File: config.mk
export PLATFORM = sky130hd
export DESIGN_NAME = aerout_sched
export DESIGN_NICKNAME = d
export VERILOG_FILES = /design/src/rtl/aerout_sched_pkg.sv /design/src/rtl/aerout_spk_fifo.sv /design/src/rtl/aerout_sched.sv
export SDC_FILE = /design/constraint.sdc
export NUM_CORES = 1
export LEC_CHECK = 0
export CELL_PAD_IN_SITES_DETAIL_PLACEMENT = 1
export CELL_PAD_IN_SITES_GLOBAL_PLACEMENT = 1
export CORE_MARGIN = 3
export CORE_UTILIZATION = 40
export CTS_CLUSTER_DIAMETER = 30
export DETAILED_ROUTE_END_ITERATION = 10
export GPL_TIMING_DRIVEN = 0
export PLACE_DENSITY_LB_ADDON = 0.1
export SKIP_CTS_REPAIR_TIMING = 1
export SLEW_MARGIN = 20
export SYNTH_ARGS = -nofsm -noshare
export SYNTH_HDL_FRONTEND = slang
export SYNTH_SLANG_ARGS = --single-unit
export TNS_END_PERCENT = 50
File: constraint.sdc
create_clock -name CLK -period 2.5 [get_ports CLK]
set_clock_uncertainty 0.05 [all_clocks]
set_input_delay 0.625 -clock CLK [delete_from_list [all_inputs] [get_ports CLK]]
set_output_delay 0.625 -clock CLK [all_outputs]
set_load 0.1 [all_outputs]
File: src/rtl/aerout_sched_pkg.sv
// Shared types and constants for the AER output scheduler: link FSM states,
// arbitration source encoding and the dropped-spike counter width.
package aerout_sched_pkg;

  typedef enum logic [1:0] {
    IDLE        = 2'd0,
    WAIT_ACK_HI = 2'd1,
    WAIT_ACK_LO = 2'd2
  } state_e;

  typedef enum logic {
    SRC_SPK = 1'b0,
    SRC_MON = 1'b1
  } src_e;

  localparam int DROP_W = 8;
  localparam logic [DROP_W-1:0] DROP_MAX = '1;

  // Saturating increment for the dropped-spike counter.
  function automatic logic [DROP_W-1:0] sat_inc(input logic [DROP_W-1:0] v);
    return (v == DROP_MAX) ? v : v + DROP_W'(1);
  endfunction

endpackage

File: src/rtl/aerout_spk_fifo.sv
// Spike event FIFO: same-cycle write, combinational head, registered full flag.
// A push on a full FIFO is accepted only when a pop frees the slot in that cycle.
module aerout_spk_fifo
  import aerout_sched_pkg::*;
#(
  parameter int M     = 8,
  parameter int DEPTH = 4
) (
  input  logic         CLK,
  input  logic         rst_activity,
  input  logic         push,
  input  logic         pop,
  input  logic [M-1:0] din,
  output logic         full,
  output logic         empty,
  output logic         accept,
  output logic [M-1:0] head
);

  localparam int AW = $clog2(DEPTH);
  localparam int PW = AW + 1;

  logic [PW-1:0] wr_ptr_q, wr_ptr_d;
  logic [PW-1:0] rd_ptr_q, rd_ptr_d;
  logic          full_q, full_d;
  logic          do_pop;
  logic [M-1:0]  mem [DEPTH];

  assign empty = (wr_ptr_q == rd_ptr_q);
  assign full  = full_q;
  assign head  = mem[rd_ptr_q[AW-1:0]];

  always_comb begin
    do_pop   = pop && !empty;
    accept   = push && (!full_q || do_pop);
    wr_ptr_d = wr_ptr_q + PW'(accept);
    rd_ptr_d = rd_ptr_q + PW'(do_pop);
    // Pointers carry one extra wrap bit, so the difference is the true occupancy.
    full_d   = ((wr_ptr_d - rd_ptr_d) == PW'(DEPTH));
  end

  always_ff @(posedge CLK or posedge rst_activity) begin
    if (rst_activity) begin
      wr_ptr_q <= '0;
      rd_ptr_q <= '0;
      full_q   <= 1'b0;
    end else begin
      wr_ptr_q <= wr_ptr_d;
      rd_ptr_q <= rd_ptr_d;
      full_q   <= full_d;
    end
  end

  always_ff @(posedge CLK) begin
    if (accept) begin
      mem[wr_ptr_q[AW-1:0]] <= din;
    end
  end

endmodule

File: src/rtl/aerout_sched.sv
// AER output scheduler: round-robin between the spike FIFO and monitor bursts,
// driving a four-phase REQ/ACK link through a two-flop acknowledge synchronizer.
module aerout_sched
  import aerout_sched_pkg::*;
#(
  parameter int M          = 8,
  parameter int FIFO_DEPTH = 4
) (
  input  logic              CLK,
  input  logic              rst_activity,
  input  logic              SPK_PUSH,
  input  logic [M-1:0]      SPK_ADDR,
  output logic              SPK_FULL,
  input  logic              MON_REQ,
  input  logic [M-1:0]      MON_ADDR,
  input  logic              MON_LAST,
  output logic              MON_GNT,
  output logic [DROP_W-1:0] DROP_CNT,
  output logic              AEROUT_BUSY,
  output logic [M-1:0]      AEROUT_ADDR,
  output logic              AEROUT_REQ,
  input  logic              AEROUT_ACK
);

  state_e              state_q, state_d;
  logic                req_q, req_d;
  logic [M-1:0]        addr_q, addr_d;
  logic                lock_q, lock_d;
  src_e                last_src_q, last_src_d;
  logic [DROP_W-1:0]   drop_q, drop_d;
  logic                ack_meta_q, ack_meta_d;
  logic                ack_s_q, ack_s_d;
  logic [1:0]          sync_vld_q, sync_vld_d;

  logic                fifo_full;
  logic                fifo_empty;
  logic                fifo_accept;
  logic [M-1:0]        fifo_head;
  logic                spk_elig;
  logic                mon_elig;
  logic                can_grant;
  logic                grant_spk;
  logic                grant_mon;

  aerout_spk_fifo #(
    .M     (M),
    .DEPTH (FIFO_DEPTH)
  ) u_spk_fifo (
    .CLK          (CLK),
    .rst_activity (rst_activity),
    .push         (SPK_PUSH),
    .pop          (grant_spk),
    .din          (SPK_ADDR),
    .full         (fifo_full),
    .empty        (fifo_empty),
    .accept       (fifo_accept),
    .head         (fifo_head)
  );

  // sync_vld marks when ack_s holds a real sample of the pin rather than its
  // reset value, so no grant can slip out right after reset with ACK still high.
  always_comb begin
    ack_meta_d = AEROUT_ACK;
    ack_s_d    = ack_meta_q;
    sync_vld_d = {sync_vld_q[0], 1'b1};
  end

  always_comb begin
    spk_elig  = !fifo_empty && !lock_q;
    mon_elig  = MON_REQ;
    can_grant = (state_q == IDLE) && !ack_s_q && sync_vld_q[1];
    grant_spk = can_grant && spk_elig && (!mon_elig || (last_src_q == SRC_MON));
    grant_mon = can_grant && mon_elig && !grant_spk;
  end

  always_comb begin
    state_d    = state_q;
    req_d      = req_q;
    addr_d     = addr_q;
    lock_d     = lock_q;
    last_src_d = last_src_q;
    drop_d     = (SPK_PUSH && !fifo_accept) ? sat_inc(drop_q) : drop_q;
    case (state_q)
      IDLE: begin
        if (grant_spk || grant_mon) begin
          state_d    = WAIT_ACK_HI;
          req_d      = 1'b1;
          addr_d     = grant_spk ? fifo_head : MON_ADDR;
          last_src_d = grant_spk ? SRC_SPK : SRC_MON;
          if (grant_mon) begin
            lock_d = !MON_LAST;
          end
        end
      end
      WAIT_ACK_HI: begin
        if (ack_s_q) begin
          req_d   = 1'b0;
          state_d = WAIT_ACK_LO;
        end
      end
      WAIT_ACK_LO: begin
        if (!ack_s_q) begin
          state_d = IDLE;
        end
      end
      default: begin
        state_d = IDLE;
        req_d   = 1'b0;
      end
    endcase
  end

  always_ff @(posedge CLK or posedge rst_activity) begin
    if (rst_activity) begin
      state_q    <= IDLE;
      req_q      <= 1'b0;
      addr_q     <= '0;
      lock_q     <= 1'b0;
      last_src_q <= SRC_MON;
      drop_q     <= '0;
      ack_meta_q <= 1'b0;
      ack_s_q    <= 1'b0;
      sync_vld_q <= '0;
    end else begin
      state_q    <= state_d;
      req_q      <= req_d;
      addr_q     <= addr_d;
      lock_q     <= lock_d;
      last_src_q <= last_src_d;
      drop_q     <= drop_d;
      ack_meta_q <= ack_meta_d;
      ack_s_q    <= ack_s_d;
      sync_vld_q <= sync_vld_d;
    end
  end

  assign SPK_FULL    = fifo_full;
  assign MON_GNT     = grant_mon;
  assign DROP_CNT    = drop_q;
  assign AEROUT_BUSY = (state_q != IDLE) || lock_q;
  assign AEROUT_ADDR = addr_q;
  assign AEROUT_REQ  = req_q;

endmodule
==> impl.org <==
** Route
- Detailed-router iteration count before antenna repair :: 4
- Number of vias in the routed layout :: 1,579
- In the routed layout, each cell is associated on average with a via count of 5.077.
- Number of violations reported at the end of detailed-routing iteration 0 :: 19
- Final antenna-violating net count :: 0
- After detailed routing, the average wire length per cell comes to 17.61 um.
- In the routed design, unresolved DRC markers number 0.
- Detailed Route WL :: 5.476 mm

** Timing
- Worst relative slew slack :: 34.87%
- Setup violations remaining at the end of the flow were counted as 1.
- Period utilization :: 101.1%
- The number of slew-limit violations in the final report is 0.
- Setup repair after global routing could not meet its margin everywhere.
- At the pin with the least slew margin, the transition time is 0.9753 ns.
- FMAX :: 395.7 MHz
- Total negative setup slack :: -0.02696 ns
- The routed design could run at a clock period as short as 2.527 ns.
- Hold is met by 0.3068 ns.
- Setup slack after layout :: -0.02696 ns
- Number of hold-slack violations in the final timing report :: 0

** Power
- The worst-case IR drop observed on VDD is 597.0 uV.
- Total chip power :: 4.868 mW
- Pwr dens :: 1333 mW/mm2
- Total leakage power :: 1.750 nW

** Critical path
- Delay of the slowest critical-path stage :: 0.41 ns
- Walking the worst path, the cells encountered are buf_8, xnor2_4, a31oi_4, nand3_2, and3_1, buf_4.
- Arrival time of data at the critical path endpoint :: 1.85 ns
- Critical path capture point type :: output port
- Among all stages on the critical path, the largest delay is contributed by sky130_fd_sc_hd__dfrtp_1.
- STA classifies the critical path startpoint as a flip-flop.
- Cell family with most CP delay :: flip-flops
- Maximum fanout encountered on the critical timing path :: 5
- At the worst endpoint, the required time is 1.82 ns.
- The worst setup path is of the reg -> out kind.
- The critical path contains buffers and inverters numbering 2 combined.

** Die
- Core Footprint :: 0.006422 mm2
- 42 I/O pins were placed.
- Die Y :: 88.09 um
- In this run the horizontal extent of the chip is 88.09 um.
- In this run the core area contains 29 standard-cell rows.
- Once the floorplan was initialized, standard cells occupied 41.96% of the core.
- The die covers 0.007759 mm2.

** Logic synthesis
- Measured against the total synthesized area, the mux share comes to 11.28%.
- The mapped netlist covers 0.002695 mm2.
- Synth Area in Adders :: 3.250%
- By area, the combinational part of the netlist is dominated by multiplexers.
- Of the total synthesized cell area, the portion taken by XOR and XNOR cells is 5.432%.
- When the netlist entered floorplanning its net count stood at 197.
- Sequential fraction of the synthesis area :: 65.41%
- Summing the areas of all compound-gate instances in the mapped netlist gives 3.668% of the synthesized area.
- Synthesis instantiated 34 different standard cells from the library.
- After synthesis the netlist holds a flip-flop and latch count of 64.
- Post-synthesis area per instance :: 16.04 um2
- Area fraction in and, or, nand and nor cells after synthesis :: 8.542%
- Yosys printed 0 warnings.
- Synthesis produced a netlist whose cell count is 168.

** Clock network
- Clock tree synthesis selected as its root buffer the cell sky130_fd_sc_hd__clkbuf_8.
- Clock latency on the worst-skew pair, taken at its later pin, is 0.35 ns.
- After clock tree synthesis, the clock-pin slew on the worst setup and hold paths is 0.07 ns.
- In this run, CTS created clock tree buffers numbering 9.
- H-tree depth reported by CTS :: 3
- Clock sink count :: 64
- The longest clock path from root to sink contains 2 buffers.
- Clock tree from TritonCTS :: done

** Min path
- Worst hold-check path type :: reg -> reg

** Final layout
- Area of all placed cells without fillers :: 0.003651 mm2
- Proportion of layout cells with a drive suffix above 1 :: 22.22%
- Measured on the finished design, the core utilization comes to 56.85%.
- After the last flow step, the layout net total stands at 258.
- N_diodes :: 0
- Most common cell after layout, fill and taps aside :: sky130_fd_sc_hd__edfxtp_1
- Signed area change from the synthesized netlist to the final layout :: 35.47%
- In the layout the commonest cells are 32 x sky130_fd_sc_hd__edfxtp_1, 29 x sky130_fd_sc_hd__dfrtp_1, 20 x sky130_fd_sc_hd__clkdlybuf4s50_1, 20 x sky130_fd_sc_hd__dlymetal6s2s_1, 15 x sky130_fd_sc_hd__nand2_1.

** Status
- The checks that failed: negative setup slack.
- The flow ran to the end, but the final reports show violations.

** Placement
- Final weighted congestion in routability-driven placement :: 0.7129
- Dpl cell area :: 0.003274 mm2
- In this run the tool buffered the top-level ports with 41 buffer cells.
- After legalization and detailed placement, the total HPWL measured 3.828 mm.

** Global route
- Entering global routing, the biggest net connects 33 pins.
- First-pass GRT wire length :: 8.673 mm
- Antenna violations before repair :: 0
- For this run the aggregate overflow at the end of global routing stands at 0.
- Number of global-route vias before repair :: 1,762
- Aggregate global-route resource usage :: 15.50%

** Job
- Number of max-cap violations :: 0
==> logic make-up (layout without fill, tap and decap cells) <==
kind of cell    after synthesis  after routing
other cells                   1              1
buf+inv                      10             76
compound gates               14             14
flops                        64             64
simple gates                 39             39
fa+ha+maj                     7              7
mux                          18             18
xor+xnor                     15             15
==> routing by layer <==
layer,vias to the layer above,track usage (%),wire length (um)
met5,-,0,0
met3,9,6.491,307
met2,41,26.71,2877
met1,783,17.02,2223
met4,0,6.044,68
li1,746,-,-
==> final timing paths <==
path | startpoint | endpoint | slack, ns | cells past startpoint
min in group asynchronous | rst_activity | ack_s_q | 0.65 | 2
min reg2reg | ack_meta_q | ack_s_q | 0.31 | 0
max in group asynchronous | rst_activity | u_spk_fifo.wr_ptr_q[0] | 1.27 | 2
max reg2reg | u_spk_fifo.rd_ptr_q[0] | u_spk_fifo.full | 0.01 | 14
min | ack_meta_q | ack_s_q | 0.31 | 0
max | u_spk_fifo.rd_ptr_q[0] | MON_GNT | -0.03 | 6
==> synth_stat cells, drive strengths merged <==
master,number,share of area (%)
a21oi,1,0.19
a311oi,1,0.98
a31oi,1,0.46
and2,2,0.46
and3,3,0.70
and4,1,0.33
and4b,2,0.74
and4bb,1,0.46
buf,4,1.4
conb,1,0.14
dfrtp,31,29
dfstp,1,0.98
edfxtp,32,36
ha,7,3.2
inv,6,0.84
mux2,1,0.42
mux2i,9,3.3
mux4,8,7.5
nand2,16,2.3
nand2b,1,0.23
nand3,2,0.37
nand4,5,1.2
nor2,3,0.42
nor2b,1,0.23
nor4b,1,0.88
o21ai,11,2.0
or3,1,0.23
xnor2,10,3.8
xor2,5,1.6
==> sequential cells by signal, indices dropped and copies added (netlist names) <==
register	cells
u_spk_fifo.mem	32
AEROUT_ADDR	8
DROP_CNT	8
u_spk_fifo.rd_ptr_q	3
u_spk_fifo.wr_ptr_q	3
state_q	2
sync_vld_q	2
AEROUT_REQ	1
ack_meta_q	1
ack_s_q	1
last_src_q	1
lock_q	1
u_spk_fifo.full	1
==> through the flow <==
stage / std cells / worst slack (ns)
final: 311 / -0.02696
after global placement: 286 / -0.9256
after detailed placement: 286 / -0.9599
after floorplan: 168 / 0.01408
after global routing: 311 / -0.1195
after CTS: 302 / -0.9666
==> worst register-to-register path: stages, from the launching register on <==
cell                      delay, ns
sky130_fd_sc_hd__dfrtp_1       0.41
sky130_fd_sc_hd__buf_8         0.15
sky130_fd_sc_hd__xnor2_4       0.12
sky130_fd_sc_hd__a31oi_4       0.22
sky130_fd_sc_hd__nand3_2       0.12
sky130_fd_sc_hd__buf_8         0.16
sky130_fd_sc_hd__nand2_4       0.06
sky130_fd_sc_hd__and2_4        0.14
sky130_fd_sc_hd__ha_4          0.12
sky130_fd_sc_hd__ha_4          0.20
sky130_fd_sc_hd__ha_4          0.16
sky130_fd_sc_hd__nor2b_4       0.11
sky130_fd_sc_hd__xnor2_2       0.12
sky130_fd_sc_hd__xor2_1        0.17
sky130_fd_sc_hd__nor2_1        0.07
==> where the power goes <==
| part | total [mW] | internal, mW | leakage [nW] | switching (mW) |
|---|---|---|---|---|
| Sequential | 1.63 | 1.41 | 0.690 | 0.219 |
| Clock | 0.999 | 0.573 | 0.114 | 0.426 |
| Combinational | 2.24 | 0.829 | 0.945 | 1.41 |
| Total | 4.87 | 2.81 | 1.75 | 2.06 |
==> final cells by class <==
type / instances / area, um2
fill: 591 / 2771
sequential: 64 / 1765
tap: 77 / 96.34
timing repair buffer: 50 / 525.5
buffer: 4 / 46.29
multi-input combinational: 94 / 967.2
clock inverter: 7 / 103.9
inverter: 6 / 22.52
clock buffer: 9 / 123.9
Note: power is estimated with default switching activity, not from simulation.
